**src/rtl/mem_access_stage.sv**
```systemverilog
// MEM pipeline stage: resolves branches, issues loads/stores on a req/ready
// data-memory bus, holds the pipeline while an access is outstanding and
// produces the MEM/WB register.
//
// state  | meaning
// -------+-----------------------------------------------------------
// S_IDLE | sampling EX/MEM; ALU ops pass through, aligned mem ops issue
// S_WAIT | request outstanding; bus signals held until dmem_ready
module mem_access_stage #(
  parameter int ADDR_W = 32
) (
  input  logic              clk,
  input  logic              rst,
  input  logic              Ctl_MemtoReg_in,
  input  logic              Ctl_RegWrite_in,
  input  logic              Ctl_MemRead_in,
  input  logic              Ctl_MemWrite_in,
  input  logic              Ctl_Branch_in,
  input  logic              Zero_in,
  input  logic [2:0]        funct3_in,
  input  logic [4:0]        Rd_in,
  input  logic [31:0]       ALUresult_in,
  input  logic [31:0]       ReadData2_in,
  input  logic [31:0]       PCimm_in,
  output logic              PCSrc_out,
  output logic [31:0]       PCbranch_out,
  output logic              stall_out,
  output logic              misalign_out,
  output logic              dmem_req,
  output logic              dmem_we,
  output logic [ADDR_W-1:0] dmem_addr,
  output logic [31:0]       dmem_wdata,
  output logic [3:0]        dmem_be,
  input  logic              dmem_ready,
  input  logic [31:0]       dmem_rdata,
  output logic              Ctl_MemtoReg_out,
  output logic              Ctl_RegWrite_out,
  output logic [4:0]        Rd_out,
  output logic [31:0]       ReadData_out,
  output logic [31:0]       ALUresult_out
);

  typedef enum logic {S_IDLE, S_WAIT} state_t;

  state_t      state_q, state_d;
  logic        mem_op;
  logic        aligned;
  logic [1:0]  off;
  logic [3:0]  be_calc;
  logic [31:0] wdata_calc;
  logic        issue;
  logic [31:0] shifted;
  logic [31:0] load_data;

  // Operation context captured at issue, used when the response arrives.
  logic [2:0]  op_f3;
  logic [1:0]  op_off;
  logic        op_load;
  logic        op_m2r;
  logic        op_rw;
  logic [4:0]  op_rd;
  logic [31:0] op_alu;

  // Branch resolution: bne inverts the Zero flag, other branches use it directly.
  always_comb begin
    PCSrc_out    = Ctl_Branch_in & (Zero_in ^ (funct3_in == 3'b001));
    PCbranch_out = PCimm_in;
  end

  // Access size decode: alignment check, byte enables and lane-replicated store data.
  always_comb begin
    mem_op     = Ctl_MemRead_in | Ctl_MemWrite_in;
    off        = ALUresult_in[1:0];
    aligned    = 1'b0;
    be_calc    = 4'b0000;
    wdata_calc = 32'h0;
    case (funct3_in[1:0])
      2'b00: begin
        aligned    = 1'b1;
        be_calc    = 4'b0001 << off;
        wdata_calc = {4{ReadData2_in[7:0]}};
      end
      2'b01: begin
        aligned    = ~off[0];
        be_calc    = 4'b0011 << off;
        wdata_calc = {2{ReadData2_in[15:0]}};
      end
      2'b10: begin
        aligned    = (off == 2'b00);
        be_calc    = 4'b1111;
        wdata_calc = ReadData2_in;
      end
      default: begin
        aligned    = 1'b0;
      end
    endcase
  end

  // Next-state, stall and request generation.
  always_comb begin
    state_d   = state_q;
    stall_out = 1'b0;
    issue     = 1'b0;
    dmem_req  = 1'b0;
    case (state_q)
      S_IDLE: begin
        if (mem_op && aligned) begin
          stall_out = 1'b1;
          issue     = 1'b1;
          state_d   = S_WAIT;
        end
      end
      S_WAIT: begin
        dmem_req  = 1'b1;
        stall_out = ~dmem_ready;
        if (dmem_ready) begin
          state_d = S_IDLE;
        end
      end
      default: begin
        state_d = S_IDLE;
      end
    endcase
  end

  // Load lane extraction and sign/zero extension from the captured offset.
  always_comb begin
    shifted = dmem_rdata >> {op_off, 3'b000};
    case (op_f3)
      3'b000:  load_data = {{24{shifted[7]}}, shifted[7:0]};
      3'b001:  load_data = {{16{shifted[15]}}, shifted[15:0]};
      3'b100:  load_data = {24'h0, shifted[7:0]};
      3'b101:  load_data = {16'h0, shifted[15:0]};
      default: load_data = shifted;
    endcase
  end

  // State register.
  always_ff @(posedge clk) begin
    if (rst) begin
      state_q <= S_IDLE;
    end else begin
      state_q <= state_d;
    end
  end

  // Bus request registers, captured context and MEM/WB register.
  always_ff @(posedge clk) begin
    if (rst) begin
      dmem_we          <= 1'b0;
      dmem_be          <= 4'b0000;
      dmem_addr        <= '0;
      dmem_wdata       <= 32'h0;
      misalign_out     <= 1'b0;
      Ctl_MemtoReg_out <= 1'b0;
      Ctl_RegWrite_out <= 1'b0;
      Rd_out           <= 5'd0;
      ReadData_out     <= 32'h0;
      ALUresult_out    <= 32'h0;
      op_f3            <= 3'b000;
      op_off           <= 2'b00;
      op_load          <= 1'b0;
      op_m2r           <= 1'b0;
      op_rw            <= 1'b0;
      op_rd            <= 5'd0;
      op_alu           <= 32'h0;
    end else begin
      misalign_out <= (state_q == S_IDLE) && mem_op && !aligned;
      if (state_q == S_IDLE) begin
        // Memory ops leave a bubble behind; their results arrive on completion.
        Ctl_MemtoReg_out <= mem_op ? 1'b0 : Ctl_MemtoReg_in;
        Ctl_RegWrite_out <= mem_op ? 1'b0 : Ctl_RegWrite_in;
        Rd_out           <= Rd_in;
        ALUresult_out    <= ALUresult_in;
        ReadData_out     <= 32'h0;
        if (issue) begin
          dmem_addr  <= {ALUresult_in[ADDR_W-1:2], 2'b00};
          dmem_we    <= Ctl_MemWrite_in & ~Ctl_MemRead_in;
          dmem_be    <= be_calc;
          dmem_wdata <= wdata_calc;
          op_f3      <= funct3_in;
          op_off     <= off;
          op_load    <= Ctl_MemRead_in;
          op_m2r     <= Ctl_MemtoReg_in;
          op_rw      <= Ctl_RegWrite_in;
          op_rd      <= Rd_in;
          op_alu     <= ALUresult_in;
        end
      end else if (dmem_ready) begin
        Ctl_MemtoReg_out <= op_m2r;
        Ctl_RegWrite_out <= op_rw;
        Rd_out           <= op_rd;
        ALUresult_out    <= op_alu;
        ReadData_out     <= op_load ? load_data : 32'h0;
      end
    end
  end

endmodule
```
**config.mk**
```make
export PLATFORM = sky130hd
export DESIGN_NAME = mem_access_stage
export DESIGN_NICKNAME = d
export VERILOG_FILES = /design/src/rtl/mem_access_stage.sv
export SDC_FILE = /design/constraint.sdc
export NUM_CORES = 1
export LEC_CHECK = 0
export ABC_AREA = 1
export ABC_CLOCK_PERIOD_IN_PS = 2500
export BUFFER_PORTS_ARGS = -buffer_cell sky130_fd_sc_hd__buf_2
export CAP_MARGIN = 5
export CORE_UTILIZATION = 43
export DETAILED_ROUTE_END_ITERATION = 12
export PLACE_DENSITY = 0.81
export SYNTH_ARGS = -nofsm -noshare
export SYNTH_HDL_FRONTEND = slang
export SYNTH_SLANG_ARGS = --single-unit
export TNS_END_PERCENT = 10
```
**constraint.sdc**
```tcl
create_clock -name clk -period 2.5 [get_ports clk]
set_input_delay 0.375 -clock clk [delete_from_list [all_inputs] [get_ports clk]]
set_output_delay 0.375 -clock clk [all_outputs]
set_load 0.03 [all_outputs]
```
# After elaboration in Yosys (flattened, before gate mapping)

Cells that the tools add are included.

Multiplexer cells: 21
Bitwise logic cells: 8
Shift-type cells: 3
Reductions and logical operators: 9
Equal/unequal tests: 7

Operator list:

| kind                  | count |
|---|---|
| $pmux W32 S4          | 1 |
| $mux W32              | 3 |
| $pmux W32 S3          | 1 |
| $shr A32 B5 Y32       | 1 |
| $pmux W4 S3           | 1 |
| $mux W1               | 10 |
| $mux W5               | 2 |
| $eq A3 B1 Y1 const B  | 2 |
| $eq A3 B3 Y1 const B  | 2 |
| $logic_not A2 Y1      | 2 |
| $not A1 Y1            | 4 |
| $pmux W1 S2           | 2 |
| $shl A1 B2 Y4 const A | 1 |
| $shl A2 B2 Y4 const A | 1 |
| $logic_and A1 B1 Y1   | 3 |
| $logic_not A3 Y1      | 1 |
| $pmux W1 S3           | 1 |
| $and A1 B1 Y1         | 2 |
| $eq A2 B1 Y1 const B  | 1 |
| $eq A2 B2 Y1 const B  | 1 |
| $ne A2 B2 Y1 const B  | 1 |
| $reduce_and A2 Y1     | 1 |
| $reduce_or A2 Y1      | 1 |
| $logic_not A1 Y1      | 1 |
| 2 further kinds       | 2 |

Logic and storage cells: 66
Bits of input ports: 145
Flip-flop bits (word level): 185

# Logic depth before layout (Yosys ltp)

Depth in word-level cells: 6
Gate-level depth with buffers: 10
Gate-level depth less buffers: 8

# Least setup slack after synthesis

Ideal clock, no wire load.

Path type: reg-to-output
Start: reg state_q
End: out stall_out
Buffers on the path: 3
Setup slack: 0.640 ns
Data required time: 2.125 ns
Stages on the path, launching flop included: 9
Data arrival time: 1.485 ns
Cell sequence: dfxtp_1 -> buf_4 -> inv_4 -> o21ai_1 -> inv_2 -> nand2_4 -> buf_12 -> buf_6 -> nand2_1

Word-level cells in the longest chain between the ends: 2

RTL lines:

| item                        | RTL line | RTL |
|---|---|---|
| start, declared             | 45       | `state_t state_q, state_d;` |
| start signal, assigned      | 143      | `state_q <= state_d;` |
| $not A1 Y1 (no source line) | n/a      |  |
| $pmux W1 S2 *               | 105      | `case (state_q)` |
| end, declared               | 27       | `output logic stall_out,` |

Every way passes the cells marked *; elsewhere a longest branch is shown, timed or not.

# Worst setup path in the final report

Ends and elaborated chain as after synthesis.

==> summary.txt <==
Outcome
  – Status: complete, no violations

Routing
  – Via density per instance: 5.13
  – Avg WL per Cell: 14.9 um
  – Drt total wl: 21500 um
  – Drt pass-1 iters: 5
  – # DRC: 0
  – Detail Route Antenna Nets: 0
  – Via Count: 7394
  – Drt first-iter violations: 508

Power and ir drop
  – PD cells: 734 nW/um^2
  – Leak pwr: 4.37 nW
  – Maximum VDD drop: 0.446 mV

Logic synthesis
  – Ys flop type: dfxtp_1
  – Synth area leader: dfxtp_1
  – Most frequent cell after synthesis: nand2_1
  – Synthesized area: 7530 um^2
  – Syn. warnings: 0
  – Distinct cells, synth: 32
  – Top post-synthesis cells by area: dfxtp_1, nand2_1, a21oi_1
  – Synthesized area per cell: 7.17 um^2
  – Post-synth top area share: 0.407
  – Synth Register Bits: 153
  – Asr flop ratio synth: 0
  – Post-synth EDFFs: 0
  – Post-synthesis cell count: 1050
  – Register area share after synthesis: 0.407
  – Top cells by count, synth: nand2_1, dfxtp_1, a21oi_1

Clock tree
  – Root buffer cell: clkbuf_16
  – CTS tree: yes
  – Clock Tree Buf Depth: 2
  – CTS sink cnt: 153
  – Post-CTS Hold Buffers: 0
  – Post-CTS Setup Bufs: 0
  – Number of gates resized after cts: 0
  – Clk_lat worst skew: 0.42 ns
  – H-Tree Level Count: 4
  – CTS Buf Count: 17
  – Clock slew at reported path FFs: 0.06 ns

STA
  – Setup violators final: 0
  – Final hold vios: 0
  – FMAX: 0.487 GHz
  – Fin Setup TNS: 0 ns
  – Final min period: 2.05 ns
  – RSZ-0062 raised after global routing: no
  – Fin. max-slew vios: 0
  – Slew of the pin with the lowest slew margin: 0.558 ns
  – Tcrit/Tclk final: 0.821
  – Clk_skew: 0.00732 ns
  – Relative slew slack: 0.628

Finish
  – Layout area overhead: 17.6%
  – Share of layout cells above drive strength 1: 0.263
  – Register Area: 3060 um^2
  – Antenna Cells: 0
  – Multi-input gate area: 3140 um^2
  – Nets: 1349
  – # fillers: 1707
  – Design area: 8860 um^2

Job
  – Max cap viols: 0

Global routing
  – Vias in the first global route: 6759
  – Global-route usage over all layers: 0.237
  – Total gr overflow: 0
  – Initial antenna violation count: 0
  – Largest net degree at the start of global routing: 89
  – First-pass GRT wire length: 33700 um

Die
  – Initial Utilization: 0.438
  – Chip Height: 134 um
  – Core Footprint: 17200 um^2
  – I/O pin cnt: 321
  – Horiz. Die Dim: 134 um
  – Die area: 18000 um^2
  – Row count: 48

Worst setup path
  – Reg2reg path depth: 6
  – Setup CP Type: reg -> out
  – Maximum fanout along the worst path: 21
  – Critical Path RT: 2.12 ns
  – Slowest stage cell, crit path: dfxtp_2
  – Critical path's largest stage delay: 0.45 ns
  – Arr. time, crit path: 1.68 ns
  – CP Capture Type: primary output
  – CP startpoint kind: flip-flop
  – CP Cell Sequence: inv_4, o21ai_1, inv_2, nand2_4, nand2_1, buf_2

Place
  – GPL Wtd Cong: 0.916
  – DP HPWL: 15100 um
  – Port bufs: 254
  – Post-Place Cell Area: 8290 um^2

Worst hold path
  – Hold WC Path Type: in -> reg
  – Hold path cells: 3
[worst max-delay path, delay by kind of cell (launching register included)]
family,cells,cell delay (ns)
buf+inv,3,0.34
simple gates,2,0.33
flops,1,0.45
compound gates,1,0.13
[cell usage in the layout (no fill, tap or decap), types with 3 or more instances in the layout]
cell / synthesis / routed
inv_1: 90 / 89
inv_6: 0 / 3
nor2_1: 20 / 20
nor3_1: 7 / 7
buf_2: 19 / 254
dfxtp_1: 153 / 152
o21ai_0: 40 / 40
inv_2: 5 / 6
clkbuf_16: 0 / 17
o211ai_1: 49 / 49
buf_4: 69 / 15
clkinv_4: 0 / 3
nand2_1: 306 / 306
nand3_1: 74 / 74
a21oi_1: 120 / 120
a22o_1: 7 / 7
o21ai_1: 24 / 24
[path summary, 6_finish.rpt]
path	from	end	slack (ns)
worst max-delay path	state_q	stall_out	0.45
worst min-delay path	Ctl_RegWrite_in	op_rw	0.22
worst max register to register	op_alu[1]	ReadData_out[16]	0.73
worst min register to register	op_rd[1]	op_rd[1]	0.45
[flip-flops by register name, summed over array words and instances (netlist names)]
name / flops
ReadData_out: 32
state_q: 1
dmem_wdata: 32
dmem_be: 4
op_off: 1
Ctl_RegWrite_out: 1
op_alu: 31
misalign_out: 1
op_rw: 1
dmem_we: 1
op_f3: 3
op_load: 1
Rd_out: 5
ALUresult_out: 32
op_m2r: 1
op_rd: 5
Ctl_MemtoReg_out: 1
[kinds of logic (layout without fill, tap and decap cells)]
kind of cell / Yosys count / in the layout / synth area share
other: 1 / 2 / 0.000498
buffers and inverters: 235 / 401 / 0.177
flip-flops: 153 / 153 / 0.407
AO/OA/AOI/OAI: 244 / 244 / 0.183
XOR/XNOR: 1 / 1 / 0.00116
AND/OR/NAND/NOR: 416 / 416 / 0.232
[layout make-up]
cell class / count / share of cell area
Clock inverter: 11 / 0.0129
Sequential cell: 153 / 0.346
Tap cell: 225 / 0.0318
Inverter: 98 / 0.0422
Clock buffer: 21 / 0.0520
Multi-Input combinational cell: 663 / 0.355
Timing Repair Buffer: 271 / 0.161
[per-stage QoR]
step / setup slack, ns / power (mW) / hold WS [ns] / utilization / std cells
floorplan: 0.640 / 3.82 / 0.430 / - / 1051
global placement: 0.551 / 4.01 / 0.439 / 0.482 / 1410
detailed placement: 0.507 / 4.03 / 0.447 / 0.482 / 1410
CTS: 0.404 / 6.55 / 0.199 / 0.516 / 1442
global route: 0.340 / 6.79 / 0.219 / 0.516 / 1442
finish: 0.447 / 6.50 / 0.221 / 0.516 / 1442
[routing by layer]
metal / global-route usage / share of wire
met2: 0.378 / 0.46
met1: 0.292 / 0.42
met5: 0 / 0
met3: 0.0650 / 0.085
met4: 0.122 / 0.037
[power breakdown]
part	switching [mW]	internal [mW]
sequential	0.0838	2.59
combinational	0.914	0.395
clock	1.07	1.44
No activity file was read; power rests on OpenSTA's default activity.
